### src/rtl/writeback_unit.sv
// Writeback stage: buffers retired instructions in a small FIFO, selects and aligns the
// writeback value at push time, and drives the regfile write port plus a same-cycle bypass.
module writeback_unit #(
    parameter int XLEN  = 32,
    parameter int DEPTH = 2
) (
    input  logic            clk2,
    input  logic            rst,
    input  logic            in_valid,
    output logic            in_ready,
    input  logic [31:0]     in_IR,
    input  logic [XLEN-1:0] in_alu,
    input  logic [XLEN-1:0] in_mem,
    input  logic [XLEN-1:0] in_pc4,
    input  logic            wb_stall,
    output logic            wr,
    output logic [XLEN-1:0] result,
    output logic [31:0]     write_IR,
    output logic            byp_valid,
    output logic [4:0]      byp_rd,
    output logic [XLEN-1:0] byp_data,
    output logic [31:0]     retired
);
    localparam int PW = $clog2(DEPTH);
    localparam int CW = $clog2(DEPTH + 1);
    localparam logic [CW-1:0] FULL = CW'(DEPTH);
    localparam logic [31:0] NOP = 32'h0000_0013;

    function automatic logic [XLEN-1:0] load_align(input logic [2:0]      f3,
                                                   input logic [1:0]      addr,
                                                   input logic [XLEN-1:0] word);
        logic [7:0]  b;
        logic [15:0] h;
        b = word[{addr, 3'b000} +: 8];
        h = addr[1] ? word[31:16] : word[15:0];
        case (f3)
            3'b000:  load_align = {{(XLEN-8){b[7]}}, b};
            3'b100:  load_align = {{(XLEN-8){1'b0}}, b};
            3'b001:  load_align = {{(XLEN-16){h[15]}}, h};
            3'b101:  load_align = {{(XLEN-16){1'b0}}, h};
            default: load_align = word;
        endcase
    endfunction

    // Returns {we, value}; non-writing opcodes and rd==x0 never assert we.
    function automatic logic [XLEN:0] wb_select(input logic [31:0]     ir,
                                                input logic [XLEN-1:0] alu,
                                                input logic [XLEN-1:0] mem,
                                                input logic [XLEN-1:0] pc4);
        logic            we;
        logic [XLEN-1:0] val;
        we  = 1'b1;
        val = '0;
        case (ir[6:0])
            7'b0110011, 7'b0010011,
            7'b0110111, 7'b0010111: val = alu;
            7'b1101111, 7'b1100111: val = pc4;
            7'b0000011:             val = load_align(ir[14:12], alu[1:0], mem);
            default:                we  = 1'b0;
        endcase
        if (ir[11:7] == 5'd0)
            we = 1'b0;
        wb_select = {we, val};
    endfunction

    logic [31:0]     fifo_ir_p1  [DEPTH];
    logic [XLEN-1:0] fifo_val_p1 [DEPTH];
    logic [DEPTH-1:0] fifo_we_p1;
    logic [PW-1:0]   wr_ptr, rd_ptr;
    logic [CW-1:0]   count;
    logic [XLEN:0]   sel_p0;
    logic            push, pop;

    assign in_ready = (count < FULL);
    assign push     = in_valid && in_ready;
    assign pop      = (count != '0) && !wb_stall;
    assign sel_p0   = wb_select(in_IR, in_alu, in_mem, in_pc4);

    // Stage p0 -> p1: selected value enters the FIFO
    always_ff @(posedge clk2) begin
        if (push) begin
            fifo_ir_p1[wr_ptr]  <= in_IR;
            fifo_val_p1[wr_ptr] <= sel_p0[XLEN-1:0];
            fifo_we_p1[wr_ptr]  <= sel_p0[XLEN];
        end
    end

    always_ff @(posedge clk2) begin
        if (!rst) begin
            wr_ptr <= '0;
            rd_ptr <= '0;
            count  <= '0;
        end else begin
            if (push)
                wr_ptr <= wr_ptr + 1'b1;
            if (pop)
                rd_ptr <= rd_ptr + 1'b1;
            case ({push, pop})
                2'b10:   count <= count + 1'b1;
                2'b01:   count <= count - 1'b1;
                default: count <= count;
            endcase
        end
    end

    // Stage p1 -> p2: FIFO head drives the regfile write port
    always_ff @(posedge clk2) begin
        if (!rst) begin
            wr       <= 1'b0;
            result   <= '0;
            write_IR <= NOP;
            retired  <= '0;
        end else if (pop) begin
            wr       <= fifo_we_p1[rd_ptr];
            result   <= fifo_val_p1[rd_ptr];
            write_IR <= fifo_ir_p1[rd_ptr];
            retired  <= retired + 32'd1;
        end else begin
            wr <= 1'b0;
        end
    end

    assign byp_valid = wr;
    assign byp_rd    = write_IR[11:7];
    assign byp_data  = result;
endmodule

### config.mk
export PLATFORM = sky130hd
export DESIGN_NAME = writeback_unit
export DESIGN_NICKNAME = d
export VERILOG_FILES = /design/src/rtl/writeback_unit.sv
export SDC_FILE = /design/constraint.sdc
export NUM_CORES = 1
export LEC_CHECK = 0
export BUFFER_PORTS_ARGS = -buffer_cell sky130_fd_sc_hd__buf_2
export CAP_MARGIN = 20
export CORE_MARGIN = 10
export CORE_UTILIZATION = 45
export DETAILED_ROUTE_END_ITERATION = 8
export PLACE_DENSITY = 0.78
export SYNTH_ARGS = -nofsm -noshare
export SYNTH_HDL_FRONTEND = slang
export SYNTH_SLANG_ARGS = --single-unit
### constraint.sdc
create_clock -name clk2 -period 4.64 [get_ports clk2]
set_input_delay 0.464 -clock clk2 [delete_from_list [all_inputs] [get_ports clk2]]
set_output_delay 0.464 -clock clk2 [all_outputs]
set_load 0.05 [all_outputs]
# After elaboration in Yosys (flattened, before gate mapping)
# Memory sizes are Yosys's and may differ from the RTL's. A register that Yosys moved wholly into a read port is not among the register bits.
# Cells that the tools add are included.
dict set report word_totals {
  regBits 39
  latchBits 0
  ramBits 128
  romBits 0
  input_bits 132
  out_inout_bits 136
  wordCells 57
  n_memories 2
}
# name depth width read_ports rd_clocked_by_memory_dff wr line
set memory_table {}
lappend memory_table {fifo_ir_p1 2 32 1 1 1 66} ;# logic [31:0] fifo_ir_p1 [DEPTH];
lappend memory_table {fifo_val_p1 2 32 1 1 1 67} ;# logic [XLEN-1:0] fifo_val_p1 [DEPTH];
dict set report op_classes {
  addsub 5
  mul 0
  div_mod_pow 0
  magnitude_cmp 4
  eq_ne 12
  n_shift 1
  mux 13
  n_bitwise 0
  reduce_logical 14
}
# op n
set op_table {}
lappend op_table {{32-bit one-hot mux with 4 select lines} 1}
lappend op_table {{32-bit one-hot mux with 3 select lines} 1}
lappend op_table {{32-bit by 1-bit adder with 32-bit output, second input constant} 1}
lappend op_table {{32-bit by 6-bit variable part select with 8-bit output} 1}
lappend op_table {{16-bit two-way mux} 1}
lappend op_table {{7-bit by 5-bit equality test with 1-bit output, second input constant} 2}
lappend op_table {{7-bit by 6-bit equality test with 1-bit output, second input constant} 2}
lappend op_table {{7-bit equality test, second input constant} 2}
lappend op_table {{7-bit by 2-bit equality test with 1-bit output, second input constant} 1}
lappend op_table {{1-bit two-way mux} 7}
lappend op_table {{7-bit OR reduction} 1}
lappend op_table {{3-bit equality test, second input constant} 2}
lappend op_table {{5-bit zero test} 1}
lappend op_table {{1-bit by 2-bit < comparator with 1-bit output, second input constant} 2}
lappend op_table {{2-bit one-hot mux with 2 select lines} 1}
lappend op_table {{2-bit nonzero test} 2}
lappend op_table {{4-bit OR reduction} 1}
lappend op_table {{3-bit by 1-bit equality test with 1-bit output, second input constant} 1}
lappend op_table {{1-bit logical AND} 3}
lappend op_table {{1-bit zero test} 3}
lappend op_table {{3-bit zero test} 1}
lappend op_table {{1-bit adder, second input constant} 2}
lappend op_table {{2-bit by 1-bit adder with 2-bit output, second input constant} 1}
lappend op_table {{2-bit bitwise mux} 1}
lappend op_table {{other kinds (8)} 8}

# Logic depth before layout (Yosys ltp)
# Gate-level depths: netlist (run 1).
dict set report logic_depth {
  depth_word 5
  depth_mapped 8
  mapped_depth_nobuf 6
}

# Worst setup path after synthesis (run 1)
# OpenSTA, ideal clock, no wires.
dict set report synth_timing {
  path_kind {flip-flop to flip-flop}
  from {register count[1]}
  to {memory fifo_ir_p1[0][0], enable pin}
  setup_time_ps 489
  arrival_ps 3577
  required_ps 4151
  setup_slack_ps 574
  path_stages_with_launch 4
  path_buffers 0
  period_less_slack_ps 4066
  cell_sequence {dfxtp_1 -> inv_1 -> nand2_1 -> nor2_1}
}
dict set report synth_between {
  elab_chain_cells 4
}
# element line
set synth_lines {}
lappend synth_lines {{start, declared} 70} ;# logic [CW-1:0] count;
lappend synth_lines {{start signal, assigned} 99} ;# 2'b10: count <= count + 1'b1;
lappend synth_lines {{start signal, assigned} 100} ;# 2'b01: count <= count - 1'b1;
lappend synth_lines {{start signal, assigned} 101} ;# default: count <= count;
lappend synth_lines {{2-bit < comparator} 74} ;# assign in_ready = (count < FULL);
lappend synth_lines {{via in_ready} 10} ;# output logic in_ready,
lappend synth_lines {{1-bit logical AND} 75} ;# assign push = in_valid && in_ready;
lappend synth_lines {{1-bit two-way mux} 81} ;# if (push) begin
lappend synth_lines {{1-bit two-way mux (implied by the code)} 82} ;# fifo_ir_p1[wr_ptr] <= in_IR;
lappend synth_lines {{end, declared} 66}
# The timed path passes the listed nets, and every way through them passes these cells.

# Worst setup path in the final report (run 1)
dict set report layout_timing {
  from {register count[0]}
  to {register result[10], in the netlist byp_data[10], read port of fifo_val_p1}
}
dict set report layout_between {
  elab_chain_cells 2
}
# element line
set layout_lines {}
lappend layout_lines {{2-bit nonzero test} 76} ;# assign pop = (count != '0) && !wb_stall;
lappend layout_lines {{1-bit logical AND} 76}
lappend layout_lines {{end, declared} 17} ;# output logic [XLEN-1:0] result,
# No other way between the ends.
# A chain may end at the register's enable or synchronous reset.

==> results of run 1 <==
## cell type report
cell class / instances / area share
multi-input cells: 486 / 0.280
clock buffers: 34 / 0.0568
clock inverters: 10 / 0.00637
well taps: 275 / 0.0292
repair buffers: 275 / 0.118
flip-flops and latches: 231 / 0.503
inverters: 18 / 0.00605
## per-layer routing
metal | part of all wire | up-vias | wire (microns)
met3 | 0.076 | 30 | 1940
li1 | - | 3463 | -
met2 | 0.48 | 268 | 12300
met4 | 0.017 | 0 | 437
met1 | 0.43 | 3367 | 11000
met5 | 0 | - | 0
## cells in the final DEF (no fill, tap or decap), drive strengths merged, types with 2 or more instances in the layout
master | Yosys | final
buf | 49 | 275
edfxtp | 130 | 130
dfxtp | 101 | 101
nor2 | 92 | 92
mux2i | 80 | 80
a211oi | 61 | 61
nand2 | 41 | 41
clkbuf | 45 | 34
a22oi | 23 | 23
o21ai | 18 | 18
nor2b | 18 | 18
inv | 18 | 18
nand2b | 16 | 16
nor4 | 13 | 13
a21oi | 13 | 13
o31ai | 12 | 12
or4 | 9 | 9
nand3 | 9 | 9
a221o | 9 | 9
clkinv | 0 | 9
a221oi | 8 | 8
xor2 | 7 | 7
xnor2 | 7 | 7
mux2 | 7 | 7
nor3 | 6 | 6
o22ai | 6 | 6
nand4 | 6 | 6
and4 | 4 | 4
o211ai | 3 | 3
or3 | 3 | 3
nand3b | 2 | 2
ha | 2 | 2
and3 | 2 | 2
## flip-flops by register name, indices dropped and copies added, names as in the netlist
name	cells
retired	32
fifo_val_p1	64
count	2
write_IR	32
fifo_we_p1	2
fifo_ir_p1	64
byp_valid	1
byp_data	32
wr_ptr	1
rd_ptr	1
## final timing paths
check	start	slack, ns	cells after the start	to
setup / recovery	count[0]$_SDFFE_PN0P_	2.34	6	byp_data[10]$_SDFFE_PN0P_
hold / removal	in_IR[28]	0.15	1	fifo_ir_p1[0][28]$_DFFE_PP_
setup reg to reg	count[0]$_SDFFE_PN0P_	2.34	6	byp_data[10]$_SDFFE_PN0P_
hold reg to reg	retired[22]$_SDFFE_PN0P_	0.48	2	retired[22]$_SDFFE_PN0P_
## where the power goes
part / switching (mW) / leakage, nW / internal, mW / total, mW
logic: 1.76 / 2.15 / 0.597 / 2.35
clock network: 0.761 / 0.368 / 1.06 / 1.82
registers: 0.266 / 2.07 / 2.61 / 2.88
total: 2.78 / 4.58 / 4.27 / 7.05
## cells by family (layout without fill, tap and decap cells)
kind of cell	count (synthesis)	count (layout)
buf+inv	112	337
compound gates	158	158
flops	231	231
xor+xnor	14	14
simple gates	224	224
fa+ha+maj	2	2
mux	88	88
==> flow_metrics.env, run 1 <==
export IMPL_status="finished, final reports clean"
export IMPL_period_needed_ns=2.30
export IMPL_fillers=1810
export IMPL_totalPowerFinal_mw=7.05
export IMPL_rsz0062_at_grt="false"
export IMPL_antenna_cells=0
export IMPL_wl_per_cell_microns=19.3
export IMPL_worst_pin_slew_ns=1.01
export IMPL_yosysTopAreaCell="edfxtp_1"
export IMPL_synth_seq_area_share=0.605
export IMPL_grt_use_met3=0.0442
export IMPL_cts_hold_buf=0
export IMPL_rows=53
export IMPL_fin_area_sq_mm=0.0118
export IMPL_grt_use_total=0.172
export IMPL_synthTopCellsByCount="130 x edfxtp_1, 101 x dfxtp_1, 92 x nor2_1, 80 x mux2i_1, 61 x a211oi_1"
export IMPL_gr_total_overflow=0
export IMPL_arrival_ns=2.70
export IMPL_area_growth_pct=20.3
export IMPL_die_w_microns=168
export IMPL_ant_nets=0
export IMPL_fmax_ghz=0.436
export IMPL_grt_antenna_before_repair=1
export IMPL_crit_path_start_kind="register"
export IMPL_path_max_fanout=101
export IMPL_cp_data_required_time_ns=5.04
export IMPL_cp_end_kind="register"
export IMPL_clock_skew_ns=0.00984
export IMPL_hold_viol=0
export IMPL_place_area_sq_mm=0.0110
export IMPL_nNetsFinal=1170
export IMPL_setup_tns_ns=0
export IMPL_cp_common_cell="buf_4"
export IMPL_numCtsBuffers=24
export IMPL_multi_input_area_sq_mm=0.00330
export IMPL_avgSynthCellArea_sq_um=11.8
export IMPL_setup_slack_ns=2.34
export IMPL_ctsResizeCount=0
export IMPL_yosysMostFrequentCell="edfxtp_1"
export IMPL_root_buffer="clkbuf_16"
export IMPL_yosys_warnings=0
export IMPL_dp_cells=1285
export IMPL_synth_top_family_by_area="compound AO/OA/AOI/OAI gates"
export IMPL_p_leak_nw=4.58
export IMPL_synth_nets=963
export IMPL_drtPass1Iterations=4
export IMPL_die_h_microns=168
export IMPL_ctsLongestPathBuffers=3
export IMPL_final_cells=1329
export IMPL_dpl_hpwl_microns=18400
export IMPL_crit_slowest_cell="buf_4"
export IMPL_slew_violations=0
export IMPL_crit_type="reg2reg"
export IMPL_core_area_sq_mm=0.0212
export IMPL_h_tree_depth=1
export IMPL_yosysTopAreaCellShare=0.399
export IMPL_drtIter0Drc=502
export IMPL_cts_tree="done"
export IMPL_ys_types=47
export IMPL_whs_ns=0.150
export IMPL_vdd_drop_max_mv=0.373
export IMPL_vias_per_cell=5.36
export IMPL_p_per_area_mw_per_mm2=599
export IMPL_synth_compound_area_share=0.117
export IMPL_globalplace_congestion=0.840
export IMPL_setup_viol=0
export IMPL_synthAdderAreaFrac=0.00255
export IMPL_clk_latency_ns=0.50
export IMPL_cts_setup_buffers=0
export IMPL_crit_family="buffers and inverters"
export IMPL_netlist_area_sq_mm=0.00979
export IMPL_synthArstFlopShare=0
export IMPL_fin_crit_sh=0.495
export IMPL_grt_pass1_vias=7220
export IMPL_grtUsageMet2=0.286
export IMPL_seq_area_sq_mm=0.00593
export IMPL_initial_core_util=0.462
export IMPL_muxShareOfSynthArea=0.0921
export IMPL_drive_above_1_share=0.309
export IMPL_numPortBuffers=267
export IMPL_yosys_most_used_dff="edfxtp_1"
export IMPL_die_area_sq_mm=0.0281
export IMPL_clkTransAtPathRegs_ns=0.06
export IMPL_cts_num_sinks=231
export IMPL_yosys_area_share_simple=0.112
export IMPL_drc=0
export IMPL_maxCapViolCount=0
export IMPL_grt_first_pass_wirelength_microns=39700
export IMPL_syn_instance_count=829
export IMPL_drt_wl_total_microns=25600
export IMPL_ys_ff_latch=231
export IMPL_grt_max_degree=102
export IMPL_vias=7128
export IMPL_synth_edf_count=130
export IMPL_max_slew_margin=0.328
export IMPL_boundaryPins=268
export IMPL_top_usage_layer="met2"
export IMPL_grtUsageMet1=0.221
export IMPL_hp_class="in2reg"
export IMPL_path_buf_inv=3
export IMPL_worstPathCellList="o21bai_1 -> buf_4 -> inv_4 -> buf_4 -> nor2_1 -> a211oi_1"
export IMPL_dp_slack_ns=1.91
export IMPL_synth_top_cells_by_area="edfxtp_1 40%, dfxtp_1 21%, mux2i_1 8.2%"
export IMPL_utilization=0.555
export IMPL_synth_xor_area_frac=0.0125
export IMPL_max_stage_delay_ns=0.82
(Power assumes the default switching activity.)
==> inputs of run 2 (changes only) <==
- ABC_AREA: not set -> 1
- PLACE_DENSITY: 0.78 -> 0.81
- clock period: 4.64 -> 1.9 ns (I/O delays scaled with it)
==> run 2 against run 1 <==
Hold slack worse by 0.12 ns. Cell count up 27%. Synthesized area up 3.4%. Critical path depth up 3. Cell area up 9.1%. Register-to-register slack worse by 2.1 ns. Clock power rose to 2.6 times the previous value. First-iteration DRC count up 81%.
==> flow_metrics.env, run 2 <==
export IMPL_vias_per_cell=5.30
export IMPL_synthTopCellsByCount="313 x nand2_1, 130 x edfxtp_1, 101 x dfxtp_1, 92 x nor2_1, 86 x o21ai_0"
export IMPL_max_slew_margin=0.681
export IMPL_comb_power_share=0.328
export IMPL_gr_total_overflow=0
export IMPL_p_per_area_mw_per_mm2=1340
export IMPL_layout_common_cells="312 x nand2_1, 267 x buf_2, 130 x edfxtp_1, 99 x dfxtp_1, 89 x nor2_1"
export IMPL_netlist_area_sq_mm=0.0101
export IMPL_cts_tree="done"
export IMPL_worstPathCellList="dlygate4sd3_1 -> buf_2 -> nand2_1 -> nor3_1 -> nand3_1 -> clkinvlp_4 -> nand2_1 -> nand2_1 -> or2_2"
export IMPL_die_w_microns=170
export IMPL_path_max_fanout=16
export IMPL_clk_latency_ns=0.52
export IMPL_final_common_cell="nand2_1"
export IMPL_root_buffer="clkbuf_16"
export IMPL_switching_share=0.398
export IMPL_multi_input_area_sq_mm=0.00342
export IMPL_area_growth_pct=26.9
export IMPL_core_area_sq_mm=0.0220
export IMPL_slew_violations=0
export IMPL_dpl_hpwl_microns=22500
export IMPL_cp_common_cell="nand2_1"
export IMPL_yosys_most_used_dff="edfxtp_1"
export IMPL_yosys_warnings=0
export IMPL_largestRegisters="fifo_ir_p1: 64 flops, fifo_val_p1: 64 flops"
export IMPL_yosysTopAreaCell="edfxtp_1"
export IMPL_cts_num_sinks=231
export IMPL_period_needed_ns=1.83
export IMPL_nNetsFinal=1521
export IMPL_rows=54
export IMPL_yosysTopAreaCellShare=0.385
export IMPL_worstSetupStartpoint="in_IR[0]"
export IMPL_grt_first_pass_wirelength_microns=47600
export IMPL_maxCapViolCount=0
export IMPL_synthArstFlopShare=0
export IMPL_rsz0062_at_grt="false"
export IMPL_p_int_mw=10.3
export IMPL_h_tree_depth=1
export IMPL_cp_data_required_time_ns=2.16
export IMPL_grt_max_degree=85
export IMPL_ys_types=39
export IMPL_drive_above_1_share=0.257
export IMPL_vdd_drop_max_mv=0.751
export IMPL_syn_instance_count=1116
export IMPL_rr_startpoint="count[0]$_SDFFE_PN0P_"
export IMPL_wl_per_cell_microns=18.3
export IMPL_final_cells=1686
export IMPL_max_stage_delay_ns=0.56
export IMPL_synth_nets=1250
export IMPL_clock_skew_ns=0.0150
export IMPL_hold_depth=3
export IMPL_fillers=1823
export IMPL_whs_ns=0.0265
export IMPL_ys_ff_latch=231
export IMPL_drc=0
export IMPL_seqPwrFrac=0.395
export IMPL_fin_crit_sh=0.961
export IMPL_clkTransAtPathRegs_ns=0.06
export IMPL_synth_seq_area_share=0.585
export IMPL_p_switching_mw=6.83
export IMPL_cp_end_kind="register"
export IMPL_totalPowerFinal_mw=17.2
export IMPL_hold_viol=0
export IMPL_synth_top_cells_by_area="edfxtp_1 39%, dfxtp_1 20%, nand2_1 12%"
export IMPL_p_clk_frac=0.277
export IMPL_crit_path_start_kind="input port"
export IMPL_crit_type="in2reg"
export IMPL_drt_wl_total_microns=30800
export IMPL_die_h_microns=170
export IMPL_seq_area_sq_mm=0.00593
export IMPL_ant_nets=0
export IMPL_grt_antenna_before_repair=1
export IMPL_numPortBuffers=267
export IMPL_hp_class="in2reg"
export IMPL_die_area_sq_mm=0.0289
export IMPL_drtIter0Drc=910
export IMPL_avgSynthCellArea_sq_um=9.08
export IMPL_ctsLongestPathBuffers=3
export IMPL_dp_cells=1593
export IMPL_grt_use_total=0.205
export IMPL_crit_slowest_cell="dlygate4sd3_1"
export IMPL_globalplace_congestion=0.990
export IMPL_hold_start="in_alu[24]"
export IMPL_vias=8929
export IMPL_status="finished, final reports clean"
export IMPL_boundaryPins=268
export IMPL_arrival_ns=2.08
export IMPL_synth_edf_count=130
export IMPL_worst_pin_slew_ns=0.477
export IMPL_initial_core_util=0.461
export IMPL_yosysMostFrequentCell="nand2_1"
export IMPL_fmax_ghz=0.548
export IMPL_numCtsBuffers=24
export IMPL_grt_pass1_vias=8744
export IMPL_rr_worst_depth=5
export IMPL_drtPass1Iterations=6
export IMPL_setup_viol=0
export IMPL_p_leak_nw=5.60
[run 2: cell types whose count changed in the layout (fill, tap and decap cells not counted), sizes merged, moves of 44 or more]
cell and delta:
nand2 +275, mux2i -80, o21ai +77, a31oi +64, a211oi -61, inv +51
nand3 +49, dlygate4sd3 +44
[run 2: final timing paths]
path	slack, ns	endpoint
worst min-delay path	0.03	fifo_val_p1[1][24]$_DFFE_PP_
worst max-delay path	0.07	fifo_val_p1[1][15]$_DFFE_PP_
worst max register to register	0.22	byp_data[8]$_SDFFE_PN0P_
worst min register to register	0.48	write_IR[4]$_SDFFE_PN1P_
[run 2: layout make-up]
class / count / share of cell area
Sequential cell: 231 / 0.461
Multi-Input combinational cell: 722 / 0.266
Timing Repair Buffer: 337 / 0.160
Clock buffer: 31 / 0.0511
Tap cell: 280 / 0.0273
Inverter: 71 / 0.0213
Clock inverter: 13 / 0.0123
Antenna cell: 1 / 0.000195
[run 2: cell families (layout without fill, tap and decap cells)]
| group | Yosys count | after routing | synth area share |
|---|---|---|---|
| compound gates | 208 | 208 | 0.117 |
| buf+inv | 163 | 452 | 0.0801 |
| other cells | 0 | 1 | 0 |
| simple gates | 506 | 506 | 0.210 |
| fa+ha+maj | 2 | 2 | 0.00247 |
| xor+xnor | 6 | 6 | 0.00519 |
| flops | 231 | 231 | 0.585 |
[run 2: repair_timing]
item / 4_1_cts / 5_1_grt
gates resized for setup: 0 / 3
hold buffers: 44 / 0
setup buffers: 0 / 4
endpoints found under the setup margin: 0 / 26
hold endpoints to repair: 78 / 0
[run 2: stage by stage]
step / worst slack, ns / util / area [sq um] / setup TNS, ns
final: 0.0741 / 0.585 / 12900 / 0
after CTS: 0.0789 / 0.583 / 12800 / 0
after global placement: 0.174 / 0.526 / 11600 / 0
after floorplan: -0.191 / - / 10200 / -22.71
after detailed placement: 0.133 / 0.526 / 11600 / 0
after global routing: 0.00415 / 0.585 / 12900 / 0
[run 2: power by group through the flow]
stage                     Combinational, mW  Sequential (mW)  Clock, mW
after global routing                   5.98             6.86       5.02
after global placement                 5.50             6.85          0
after detailed placement               5.57             6.87          0
after CTS                              5.65             6.78       4.82
final                                  5.64             6.77       4.76
after floorplan                        2.85             8.28          0
[run 2: worst max-delay path, delay by kind of cell]
family,cells,cell delay [ns]
buf+inv,3,0.99
simple gates,6,0.90
[run 2: metal layers]
metal,part of all wire,GRT usage
met2,0.47,0.339
met1,0.41,0.259
met5,0,0
met3,0.093,0.0486
met4,0.030,0.0686
